<file path="config.mk">
export PLATFORM = sky130hd
export DESIGN_NAME = spm_serial_mult
export DESIGN_NICKNAME = d
export VERILOG_FILES = /design/src/rtl/spm_serial_mult.sv
export SDC_FILE = /design/constraint.sdc
export NUM_CORES = 1
export LEC_CHECK = 0
export BUFFER_PORTS_ARGS = -buffer_cell sky130_fd_sc_hd__buf_4
export CAP_MARGIN = 30
export CORE_ASPECT_RATIO = 1.4
export CORE_MARGIN = 5
export CORE_UTILIZATION = 45
export CTS_CLUSTER_SIZE = 24
export DETAILED_ROUTE_END_ITERATION = 16
export PLACE_DENSITY = 0.78
export SYNTH_ARGS = -nofsm -noshare
export SYNTH_HDL_FRONTEND = slang
export SYNTH_SLANG_ARGS = --single-unit
</file>
<file path="constraint.sdc">
create_clock -name clk -period 1.8 [get_ports clk]
set_clock_uncertainty 0.05 [all_clocks]
set_input_delay 0.27 -clock clk [delete_from_list [all_inputs] [get_ports clk]]
set_output_delay 0.27 -clock clk [all_outputs]
set_load 0.01 [all_outputs]
</file>
<file path="src/rtl/spm_serial_mult.sv">
// spm_serial_mult: serial-parallel multiplier built from a chain of WIDTH
// carry-save bit cells. x is held in parallel. y is shifted out LSB-first,
// one bit per step. Each step produces one product bit, LSB first. A job
// takes 2*WIDTH steps, so the full 2*WIDTH-bit product comes out.
//
// Optional build macro: SPM_ACCUM_EN
//   Adds the acc_clr input and a p_base accumulator.
//   Each result becomes p_base + x*y, modulo 2^(2*WIDTH).
//
// Handshake semantics (both sides):
//   A transfer happens on a rising edge where valid && ready are both high.
//   in_ready is high only in IDLE. out_valid is high only in DONE.
//   While out_valid is high and out_ready is low, p is held stable.
//   The block does not accept a new operand pair in the same cycle that it
//   hands off a product. Each side therefore gets one idle cycle between jobs.

// One carry-save cell: full-adder sum and majority carry.
module spm_bit_cell (
  input  logic a,
  input  logic b,
  input  logic c,
  output logic s,
  output logic co
);
  assign s  = a ^ b ^ c;
  assign co = (a & b) | (a & c) | (b & c);
endmodule

module spm_serial_mult #(
  parameter int WIDTH = 8
) (
  input  logic               clk,
  input  logic               rst_n,
`ifdef SPM_ACCUM_EN
  input  logic               acc_clr,
`endif
  input  logic               in_valid,
  output logic               in_ready,
  input  logic [WIDTH-1:0]   x,
  input  logic [WIDTH-1:0]   y,
  output logic               out_valid,
  input  logic               out_ready,
  output logic [2*WIDTH-1:0] p,
  output logic               busy
);

  localparam int PW    = 2 * WIDTH;
  localparam int CNT_W = $clog2(2 * WIDTH) + 1;
  localparam logic [CNT_W-1:0] LAST_STEP = CNT_W'(PW - 1);

  typedef enum logic [1:0] {
    IDLE = 2'd0,
    RUN  = 2'd1,
    DONE = 2'd2
  } state_t;

  state_t           state;
  logic [WIDTH-1:0] x_reg;
  logic [WIDTH-1:0] y_sh;
  logic [WIDTH-1:0] carry_reg;
  // Cell 0's sum is the newest product bit. It is kept as the MSB of p_sh
  // rather than in a separate flop. Only cells 1..WIDTH-1 keep their own
  // sum register.
  logic [WIDTH-1:1] sum_reg;
  // Holds the 2*WIDTH-1 most recent product bits.
  // The final bit is appended combinationally on the last step.
  logic [PW-2:0]    p_sh;
  logic [CNT_W-1:0] cnt;

  logic             ybit;
  logic [WIDTH-1:0] a_vec;
  logic [WIDTH-1:0] b_vec;
  logic [WIDTH-1:0] sum_nxt;
  logic [WIDTH-1:0] carry_nxt;
  logic [PW-1:0]    prod_full;
  logic [PW-1:0]    p_next;
  logic             last_step;

  assign ybit  = y_sh[0];
  assign a_vec = x_reg & {WIDTH{ybit}};
  // The top cell has no upstream sum, so its b input is 0.
  assign b_vec = {1'b0, sum_reg};

  for (genvar i = 0; i < WIDTH; i++) begin : g_cell
    spm_bit_cell u_cell (
      .a  (a_vec[i]),
      .b  (b_vec[i]),
      .c  (carry_reg[i]),
      .s  (sum_nxt[i]),
      .co (carry_nxt[i])
    );
  end

  // The product bit for this step (new sum of cell 0) enters at the top.
  assign prod_full = {sum_nxt[0], p_sh};
  assign last_step = (cnt == LAST_STEP);

`ifdef SPM_ACCUM_EN
  logic [PW-1:0] p_base;
  assign p_next = p_base + prod_full;
`else
  assign p_next = prod_full;
`endif

  // Control FSM and datapath registers, with registered handshake outputs.
  always_ff @(posedge clk or negedge rst_n) begin
    if (!rst_n) begin
      state     <= IDLE;
      x_reg     <= '0;
      y_sh      <= '0;
      sum_reg   <= '0;
      carry_reg <= '0;
      p_sh      <= '0;
      cnt       <= '0;
      p         <= '0;
      in_ready  <= 1'b1;
      out_valid <= 1'b0;
      busy      <= 1'b0;
`ifdef SPM_ACCUM_EN
      p_base    <= '0;
`endif
    end else begin
      case (state)
        IDLE: begin
          if (in_valid && in_ready) begin
            x_reg     <= x;
            y_sh      <= y;
            sum_reg   <= '0;
            carry_reg <= '0;
            p_sh      <= '0;
            cnt       <= '0;
`ifdef SPM_ACCUM_EN
            if (acc_clr) p_base <= '0;
`endif
            in_ready  <= 1'b0;
            busy      <= 1'b1;
            state     <= RUN;
          end
        end
        RUN: begin
          sum_reg   <= sum_nxt[WIDTH-1:1];
          carry_reg <= carry_nxt;
          y_sh      <= {1'b0, y_sh[WIDTH-1:1]};
          p_sh      <= prod_full[PW-1:1];
          cnt       <= cnt + CNT_W'(1);
          // All carries have drained by the last step, so p_next is exact.
          if (last_step) begin
            p         <= p_next;
`ifdef SPM_ACCUM_EN
            p_base    <= p_next;
`endif
            out_valid <= 1'b1;
            busy      <= 1'b0;
            state     <= DONE;
          end
        end
        DONE: begin
          if (out_ready) begin
            out_valid <= 1'b0;
            in_ready  <= 1'b1;
            state     <= IDLE;
          end
        end
        default: begin
          state     <= IDLE;
          in_ready  <= 1'b1;
          out_valid <= 1'b0;
          busy      <= 1'b0;
        end
      endcase
    end
  end

endmodule

</file>
==> results of run 1 <==
==> layer usage <==
layer / track usage / wire (um)
met5: 0 / 0
met4: 0.0833 / 141
met1: 0.176 / 2440
met2: 0.269 / 3210
met3: 0.0298 / 234
==> Yosys cell counts (2+ instances only) <==
cell type,count
and2_1,6
nand2_1,60
a31oi_1,2
o31ai_1,2
o21ai_0,22
clkbuf_1,4
buf_4,3
dfrtp_1,71
nor2_1,3
ha_1,3
fa_1,7
o2bb2ai_1,3
and3_1,2
buf_2,9
inv_1,15
o22ai_1,23
mux2_2,25
a21oi_1,9
==> power breakdown <==
part	total (W)	switching (W)	internal (W)
clock	0.00128	0.000566	0.000712
sequential	0.00263	0.000410	0.00222
combinational	0.00199	0.00103	0.000963
==> cells by family (layout without fill, tap and decap cells) <==
logic type / Yosys count / after routing / synth area share
and+or+nand+nor: 79 / 79 / 0.109
buffers and inverters: 33 / 82 / 0.0491
DFF: 72 / 72 / 0.575
AOI/OAI and AO/OA: 64 / 64 / 0.121
muxes: 25 / 25 / 0.0897
adders and majority gates: 10 / 10 / 0.0566
==> critical path, stage by stage (launching register included) <==
cell     delay, ns
dfrtp_1       0.40
ha_1          0.23
and3_1        0.20
ha_2          0.21
nand2_8       0.14
mux2_2        0.35
==> how the worst max path moves through the flow <==
| stage | to | depth (start not counted) | slack [ns] |
|---|---|---|---|
| after floorplan | p[0] | 6 | 0.06 |
| after global placement | p[11] | 5 | 0.08 |
| after detailed placement | p[11] | 5 | 0.02 |
| after CTS | p[6] | 5 | 0.03 |
| after global routing | p[9] | 5 | 0.04 |
| final | p[6] | 5 | 0.1 |
==> layout make-up <==
cell class              instances  area [sq um]  share of cell area
flip-flops and latches         72          1800               0.474
multi-input cells             178          1190               0.314
repair buffers                 50           428               0.113
clock buffers                  13           159              0.0418
well taps                      95           119              0.0313
inverters                      16          60.1              0.0158
clock inverters                 3          40.0              0.0105
==> per-stage QoR <==
stage               hold WS, ns  setup WS [ns]   util
detailed placement        0.169         0.0180  0.520
floorplan               -0.0756         0.0557      -
CTS                      0.0818         0.0335  0.550
finish                    0.103         0.0961  0.552
global route             0.0916         0.0435  0.552
global placement          0.161         0.0761  0.520
==> what timing repair did <==
item	in CTS	in global routing
hold buffers	1	0
setup endpoints to repair	3	9
endpoints found under the hold margin	27	0
setup buffers	0	0
resized for setup	1	1
==> out/summary.txt, run 1 <==
largest net degree at the start of global routing -> 45
most frequent cells in the layout -> dfrtp_1 (71), nand2_1 (60), buf_4 (45)
Post-Place Cells -> 410
clock sink count -> 72
synth warn -> 0
Ports -> 39
total gr overflow -> 0
syn avg cell area -> 11.1 sq um
DR DRC count -> 0
Worst-Skew Late Latency -> 0.35 ns
GP Congestion -> 0.771
CTS tree -> done
first-pass GRT wire length -> 10400 um
crit share post-route -> 0.947
Via density -> 5.17
total power -> 0.00590 W
Max IR drop VDD -> 0.625 mV
FF-to-FF Start -> cnt[0]
area post-placement -> 3580 sq um
top flop regs -> p (16), p_sh (15)
share of layout cells above drive strength 1 -> 0.280
flop2flop setup slack -> 0.1 ns
cells after synthesis -> 283
setup_tns -> 0 ns
H-tree lvl count -> 3
Setup crit end kind -> flop
cell area after layout -> 3800 sq um
worst setup path startpoint -> cnt[0]
Core Region -> 6890 sq um
Synth async-reset ratio -> 1.00
reg2reg path depth -> 5
Initial DRC Count -> 203
max cap viols -> 0
# diodes -> 0
FMAX -> 587 MHz
CTS root buf -> clkbuf_8
Setup violations, final -> 0
filler cell count -> 598
net count after synthesis -> 313
Die ar. -> 8760 sq um
CP Launch Type -> flop
crit-path max FO -> 17
post-route antenna net violation count -> 0
critical path arrival -> 1.89 ns
post-synthesis sequential area ratio -> 0.575
iteration count of the initial detailed-routing pass -> 6
max FFs per register -> 16
count of buffers from port buffering -> 38
leading register cell type out of synthesis -> dfrtp_1
Detailed Route WL -> 6030 um
top cell type's share of synthesized area -> 0.566
most common cell after layout, fill and taps aside -> dfrtp_1
slew margin rel. -> 0.628
CTS clk-pin slew, worst paths -> 0.07 ns
Starting Density -> 0.455
worst-margin pin slew -> 0.552 ns
worst hold-check path type -> input port to flop
Total GRT Usage -> 0.154
Yosys reg bits -> 72
minimum clock period -> 1.70 ns
Core Rows -> 36
most flop-heavy register -> p
Hold Vio Cnt, Final -> 0
Mapped Area -> 3140 sq um
outcome -> finished, final reports clean
pwr dens -> 1550 nW/um^2
placed wire-length estimate -> 4090 um
die width -> 80.6 um
Unique masters post-synth -> 32
via count -> 2206
WS Path Type -> flop to flop
synth top area cells -> dfrtp_1 (57%), mux2_2 (9.0%), nand2_1 (7.2%)
Num CTS Buffers -> 9
Yosys top cell by area -> dfrtp_1
unrepaired setup endpoints after global routing -> false
WP data required -> 1.98 ns
critical hold path startpoint -> x[7]
CTS max path bufs -> 2
routed len/inst -> 14.1 um
area delta synth->final -> 21.2%
Final nets -> 357
Pins Over Slew Limit -> 0
initial antenna violation count -> 0
reg-to-reg endpoint -> p[6]
cell count of the worst hold path -> 2
Post-Layout Cell Count -> 427
Pleak -> 1.77 nW
vias in the first global route -> 2354
Worst Hold End -> x_reg[7]
die height -> 109 um
EDFF count, synth -> 0
No activity file was read; power rests on OpenSTA's default activity.
==> inputs of run 2 (changes only) <==
Settings changed: CELL_PAD_IN_SITES_DETAIL_PLACEMENT from default to 1, CELL_PAD_IN_SITES_GLOBAL_PLACEMENT from default to 1, CORE_UTILIZATION 45 to 41, PLACE_DENSITY 0.78 to 0.86.
==> out/summary.txt, run 2 (same netlist as run 1, synthesis figures left out) <==
Total GRT Usage -> 0.166 (+0.0121)
CTS root buf -> clkbuf_8
H-tree lvl count -> 3 (unchanged)
Int Pwr -> 0.00416 W (+6.7%)
Initial DRC Count -> 87 (-57%)
CP Launch Type -> flop
top flop regs -> p (16), p_sh (15)
slew margin rel. -> 0.638 (+0.0101)
worst hold-check path type -> input port to flop
count of buffers from port buffering -> 38 (unchanged)
die height -> 113 um (+4.3%)
total net switching power -> 0.00218 W (+8.9%)
Via density -> 5.26 (+1.8%)
routed len/inst -> 17.3 um (+23%)
WS Path Type -> flop to flop
total gr overflow -> 0 (unchanged)
pwr dens -> 1640 nW/um^2 (+5.7%)
Die ar. -> 9520 sq um (+8.7%)
Flop pwr share -> 0.421 (-0.025)
Max IR drop VDD -> 0.634 mV (+1.5%)
most common cell after layout, fill and taps aside -> dfrtp_1
via count -> 2277 (+3.2%)
vias in the first global route -> 2528 (+7.4%)
DR DRC count -> 0 (unchanged)
post-route antenna net violation count -> 0 (unchanged)
Gate power share -> 0.327 (-0.010)
Core Region -> 7410 sq um (+7.5%)
iteration count of the initial detailed-routing pass -> 4 (-2)
crit-path max FO -> 9 (-8)
CP max stage cell -> dfrtp_1
share of layout cells above drive strength 1 -> 0.301 (+0.0205)
CTS clk-pin slew, worst paths -> 0.07 ns (about the same)
cell area after layout -> 3860 sq um (+1.6%)
# diodes -> 0 (unchanged)
worst-margin pin slew -> 0.537 ns (-0.0150 ns)
outcome -> finished, final reports clean
largest net degree at the start of global routing -> 41 (-8.9%)
critical path arrival -> 1.91 ns (+0.02 ns)
CTS max path bufs -> 2 (unchanged)
Num CTS Buffers -> 9 (unchanged)
GP Congestion -> 0.765 (-0.79%)
area post-placement -> 3570 sq um (-0.21%)
max FFs per register -> 16 (unchanged)
clock sink count -> 72 (unchanged)
max cap viols -> 0 (unchanged)
placed wire-length estimate -> 4880 um (+19%)
most frequent cells in the layout -> dfrtp_1 (70), nand2_1 (60), buf_4 (50)
flop2flop setup slack -> 0.06 ns (-0.03 ns)
filler cell count -> 808 (+35%)
minimum clock period -> 1.74 ns (+0.0311 ns)
max incr delay on CP -> 0.40 ns (about the same)
switching share of power -> 0.344 (+0.00453)
first-pass GRT wire length -> 12600 um (+21%)
Detailed Route WL -> 7490 um (+24%)
Hold Vio Cnt, Final -> 0 (unchanged)
FMAX -> 576 MHz (-1.8%)
Core Rows -> 37 (+2.8%)
Pleak -> 1.82 nW (+2.5%)
area delta synth->final -> 23.2%
Pins Over Slew Limit -> 0 (unchanged)
Place WS -> -0.0128 ns (-0.0308 ns)
Worst-Skew Late Latency -> 0.35 ns (about the same)
unrepaired setup endpoints after global routing -> false
CTS tree -> done
WP data required -> 1.98 ns (about the same)
Setup violations, final -> 0 (unchanged)
crit-path cells -> ha_1 > and3_1 > ha_2 > nand2_4 > mux2_2
die width -> 83.9 um (+4.2%)
Clock power frac -> 0.252 (+0.035)
crit share post-route -> 0.964 (+0.0173)
Starting Density -> 0.423 (-0.0317)
initial antenna violation count -> 0 (unchanged)
Final nets -> 361 (+1.1%)
Ports -> 39 (unchanged)
Setup crit end kind -> flop
most flop-heavy register -> p
final worst slack -> 0.0649 ns (-0.0311 ns)
run 2: cell types whose count changed in the layout (fill, tap and decap cells not counted):
cell        delta
dfrtp_1        -1
nand2_4        +2
nand2b_1       -1
buf_4          +5
clkinvlp_4     +1
clkbuf_1       -2
nand2_8        -1
clkinv_2       -1
buf_12         -2
dfrtp_2        +1
nand2b_2       +1
bufinv_16      +2
run 2: stage by stage:
stage                     hold WS, ns  TNS, ns  power (W)   util  instances
after floorplan               -0.0756        0    0.00394      -        283
after global placement          0.165        0    0.00449  0.483        414
after detailed placement        0.170  -0.0795    0.00472  0.483        414
after CTS                      0.0891        0    0.00642  0.521        433
after global routing           0.0923        0    0.00678  0.522        433
final                           0.104        0    0.00634  0.522        433
run 2: worst paths after layout:
kind,cells past startpoint,start,endpoint
max in group asynchronous,3,rst_n,in_ready
hold reg to reg,1,p[11],p[11]
hold / removal,2,x[3],x_reg[3]
setup / recovery,5,cnt[0],p[13]
min in group asynchronous,2,rst_n,p[11]
setup reg to reg,5,cnt[0],p[13]
run 2: routing by layer:
metal / share of wire / GRT usage / up-vias
met2: 0.55 / 0.302 / 31
met3: 0.023 / 0.0267 / 15
li1: - / - / 1055
met5: 0 / 0 / -
met1: 0.40 / 0.185 / 1176
met4: 0.027 / 0.0891 / 0
run 2: repair_timing:
action                                  4_1_cts  5_1_grt
gates resized for setup                       2        2
pin swaps                                     0        0
gates cloned                                  1        0
endpoints found under the hold margin        27        0
buffers inserted                              1        0
hold buffers                                  1        0
endpoints found under the setup margin       16        2
run 2: cell type report:
class | instances | area [sq um] | share of cell area
clock buffers | 11 | 151 | 0.0392
repair buffers | 53 | 425 | 0.110
multi-input cells | 179 | 1200 | 0.310
well taps | 97 | 121 | 0.0314
flip-flops and latches | 72 | 1800 | 0.467
inverters | 16 | 60.1 | 0.0155
clock inverters | 5 | 103 | 0.0266
run 2: power groups by stage:
| stage | logic, W | registers, W | clock network, W |
|---|---|---|---|
| 6_report | 0.00207 | 0.00267 | 0.00160 |
| 3_5_place_dp | 0.00203 | 0.00269 | 0 |
| 3_3_place_gp | 0.00185 | 0.00264 | 0 |
| 2_1_floorplan | 0.00133 | 0.00261 | 0 |
| 4_1_cts | 0.00211 | 0.00267 | 0.00163 |
| 5_1_grt | 0.00232 | 0.00275 | 0.00171 |
run 2: critical path: cells and delay by family, from the launching register on:
family | cells | cell delay (ns)
multiplexers | 1 | 0.36
adder cells (fa/ha/maj) | 2 | 0.46
AND/OR/NAND/NOR | 2 | 0.34
flip-flops | 1 | 0.40
==> inputs of run 3 (changes only) <==
Settings changed: CORE_UTILIZATION 41 to 45, MAX_ROUTING_LAYER from default to met4, PLACE_DENSITY 0.86 to 0.89.
Clock period 1.8 ns to 1.85 ns, I/O delays scaled along.
==> out/summary.txt, run 3 (same netlist as run 1, synthesis figures left out) <==
Post-Place Cells -> 410 (-0.97%)
Final nets -> 357 (-1.1%)
total net switching power -> 0.00205 W (-5.7%)
most flop-heavy register -> p
placed wire-length estimate -> 4880 um (about the same)
outcome -> finished, final reports clean
Gate power share -> 0.342 (+0.015)
area delta synth->final -> 20.4%
setup_tns -> 0 ns (unchanged)
post-layout util -> 0.548 (+0.0265)
iteration count of the initial detailed-routing pass -> 4 (unchanged)
die height -> 109 um (-4.1%)
Via density -> 5.37 (+2.1%)
most frequent cells in the layout -> dfrtp_1 (71), nand2_1 (60), buf_4 (46)
FF-to-FF Start -> cnt[0]
critical path arrival -> 1.92 ns (about the same)
reg2reg path depth -> 5 (unchanged)
Core Region -> 6890 sq um (-7.0%)
post-route antenna net violation count -> 0 (unchanged)
Total GRT Usage -> 0.189 (+0.0223)
DR DRC count -> 0 (unchanged)
Hold Vio Cnt, Final -> 0 (unchanged)
Setup violations, final -> 0 (unchanged)
WP data required -> 2.04 ns (+0.06 ns)
slew margin rel. -> 0.600 (-0.0384)
multi-input logic area -> 1190 sq um (-0.42%)
critical hold path startpoint -> x[7]
most common cell after layout, fill and taps aside -> dfrtp_1
CP Launch Type -> flop
WS Path Type -> flop to flop
crit share post-route -> 0.938 (-0.0263)
CTS clk-pin slew, worst paths -> 0.07 ns (about the same)
reg-to-reg endpoint -> p[14]
unrepaired setup endpoints after global routing -> false
crit-path max FO -> 17 (+8)
max FFs per register -> 16 (unchanged)
Worst Hold End -> x_reg[7]
routed len/inst -> 16.5 um (-4.8%)
Clock power frac -> 0.208 (-0.044)
Place WS -> 0.00803 ns (+0.0208 ns)
FMAX -> 576 MHz (about the same)
first-pass GRT wire length -> 12000 um (-4.7%)
Starting Density -> 0.455 (+0.0317)
CTS root buf -> clkbuf_8
Die ar. -> 8760 sq um (-8.0%)
Num CTS Buffers -> 9 (unchanged)
switching share of power -> 0.355 (+0.0117)
worst hold-check path type -> input port to flop
Pins Over Slew Limit -> 0 (unchanged)
filler cell count -> 760 (-5.9%)
largest net degree at the start of global routing -> 41 (unchanged)
worst-margin pin slew -> 0.594 ns (+0.0570 ns)
total gr overflow -> 0 (unchanged)
die width -> 80.6 um (-4.0%)
cell count of the worst hold path -> 2 (unchanged)
Post-Layout Cell Count -> 426 (-1.6%)
CTS max path bufs -> 2 (unchanged)
share of layout cells above drive strength 1 -> 0.281 (-0.0196)
count of buffers from port buffering -> 38 (unchanged)
via count -> 2288 (+0.48%)
Hold WS -> 0.107 ns (+0.00268 ns)
clock sink count -> 72 (unchanged)
max cap viols -> 0 (unchanged)
GP Congestion -> 0.795 (+3.9%)
Flop pwr share -> 0.450 (+0.029)
H-tree lvl count -> 3 (unchanged)
Max IR drop VDD -> 0.673 mV (+6.2%)
Ports -> 39 (unchanged)
CTS tree -> done
final worst slack -> 0.115 ns (+0.0504 ns)
initial antenna violation count -> 0 (unchanged)
Core Rows -> 36 (-2.7%)
Setup crit end kind -> flop
# diodes -> 0 (unchanged)
register cell area after layout -> 1800 sq um (about the same)
Worst-Skew Late Latency -> 0.35 ns (about the same)
top flop regs -> p (16), p_sh (15)
minimum clock period -> 1.73 ns (-0.000447 ns)
pwr dens -> 1530 nW/um^2 (-6.7%)
Initial DRC Count -> 100 (+15%)
Detailed Route WL -> 7020 um (-6.4%)
flop2flop setup slack -> 0.12 ns (+0.05 ns)
vias in the first global route -> 2481 (-1.9%)
Pleak -> 1.76 nW (-3.0%)
Int Pwr -> 0.00373 W (-10%)
[run 3: cell count changes in the layout (fill, tap and decap cells not counted), sizes merged]
cell,before,now
buf,52,49
bufinv,3,1
clkinv,2,4
clkinvlp,1,0
nand2,62,61
[run 3: final cells by class]
| cell class | instances | share of cell area |
|---|---|---|
| clock buffer | 11 | 0.0374 |
| clock inverter | 4 | 0.0119 |
| inverter | 16 | 0.0159 |
| multi-input combinational | 178 | 0.316 |
| sequential | 72 | 0.477 |
| tap | 95 | 0.0315 |
| timing repair buffer | 50 | 0.110 |
[run 3: worst max path at each step]
stage / start / endpoint / slack (ns) / depth (start not counted)
2_1_floorplan: cnt[0] / p[0] / 0.11 / 6
3_3_place_gp: cnt[0] / p[10] / 0.09 / 5
3_5_place_dp: cnt[0] / p[14] / 0.008 / 5
4_1_cts: cnt[0] / p[14] / 0.05 / 5
5_1_grt: cnt[0] / p[6] / 0.05 / 5
6_report: cnt[0] / p[14] / 0.12 / 5
[run 3: per-layer routing]
metal	global-route usage	wire [um]	part of all wire
met1	0.217	2830	0.40
met2	0.306	3750	0.53
met3	0.0388	220	0.031
met4	0.104	210	0.030
met5	-	0	0
[run 3: power by group through the flow]
stage | clock network (W) | logic (W) | registers (W)
4_1_cts | 0.00123 | 0.00200 | 0.00260
3_5_place_dp | 0 | 0.00198 | 0.00263
6_report | 0.00120 | 0.00198 | 0.00260
3_3_place_gp | 0 | 0.00180 | 0.00257
2_1_floorplan | 0 | 0.00129 | 0.00254
5_1_grt | 0.00130 | 0.00222 | 0.00268
[run 3: critical path, stage by stage (launching register included)]
cell and delay, ns:
dfrtp_1 0.42, ha_1 0.24, and3_1 0.19, ha_2 0.22, nand2_8 0.15, mux2_2 0.36
[run 3: per-stage QoR]
| stage | area (sq um) | total power, W |
|---|---|---|
| 4_1_cts | 3770 | 0.00583 |
| 3_5_place_dp | 3570 | 0.00460 |
| 5_1_grt | 3780 | 0.00620 |
| 3_3_place_gp | 3570 | 0.00438 |
| 2_1_floorplan | 3140 | 0.00383 |
| 6_report | 3780 | 0.00578 |
[run 3: repair_timing]
| action | in CTS | in global routing |
|---|---|---|
| endpoints found under the hold margin | 33 | 0 |
| pin swaps | 0 | 0 |
| hold buffers | 1 | 0 |
| setup buffers | 0 | 0 |
| resized for setup | 1 | 1 |
| endpoints found under the setup margin | 6 | 12 |
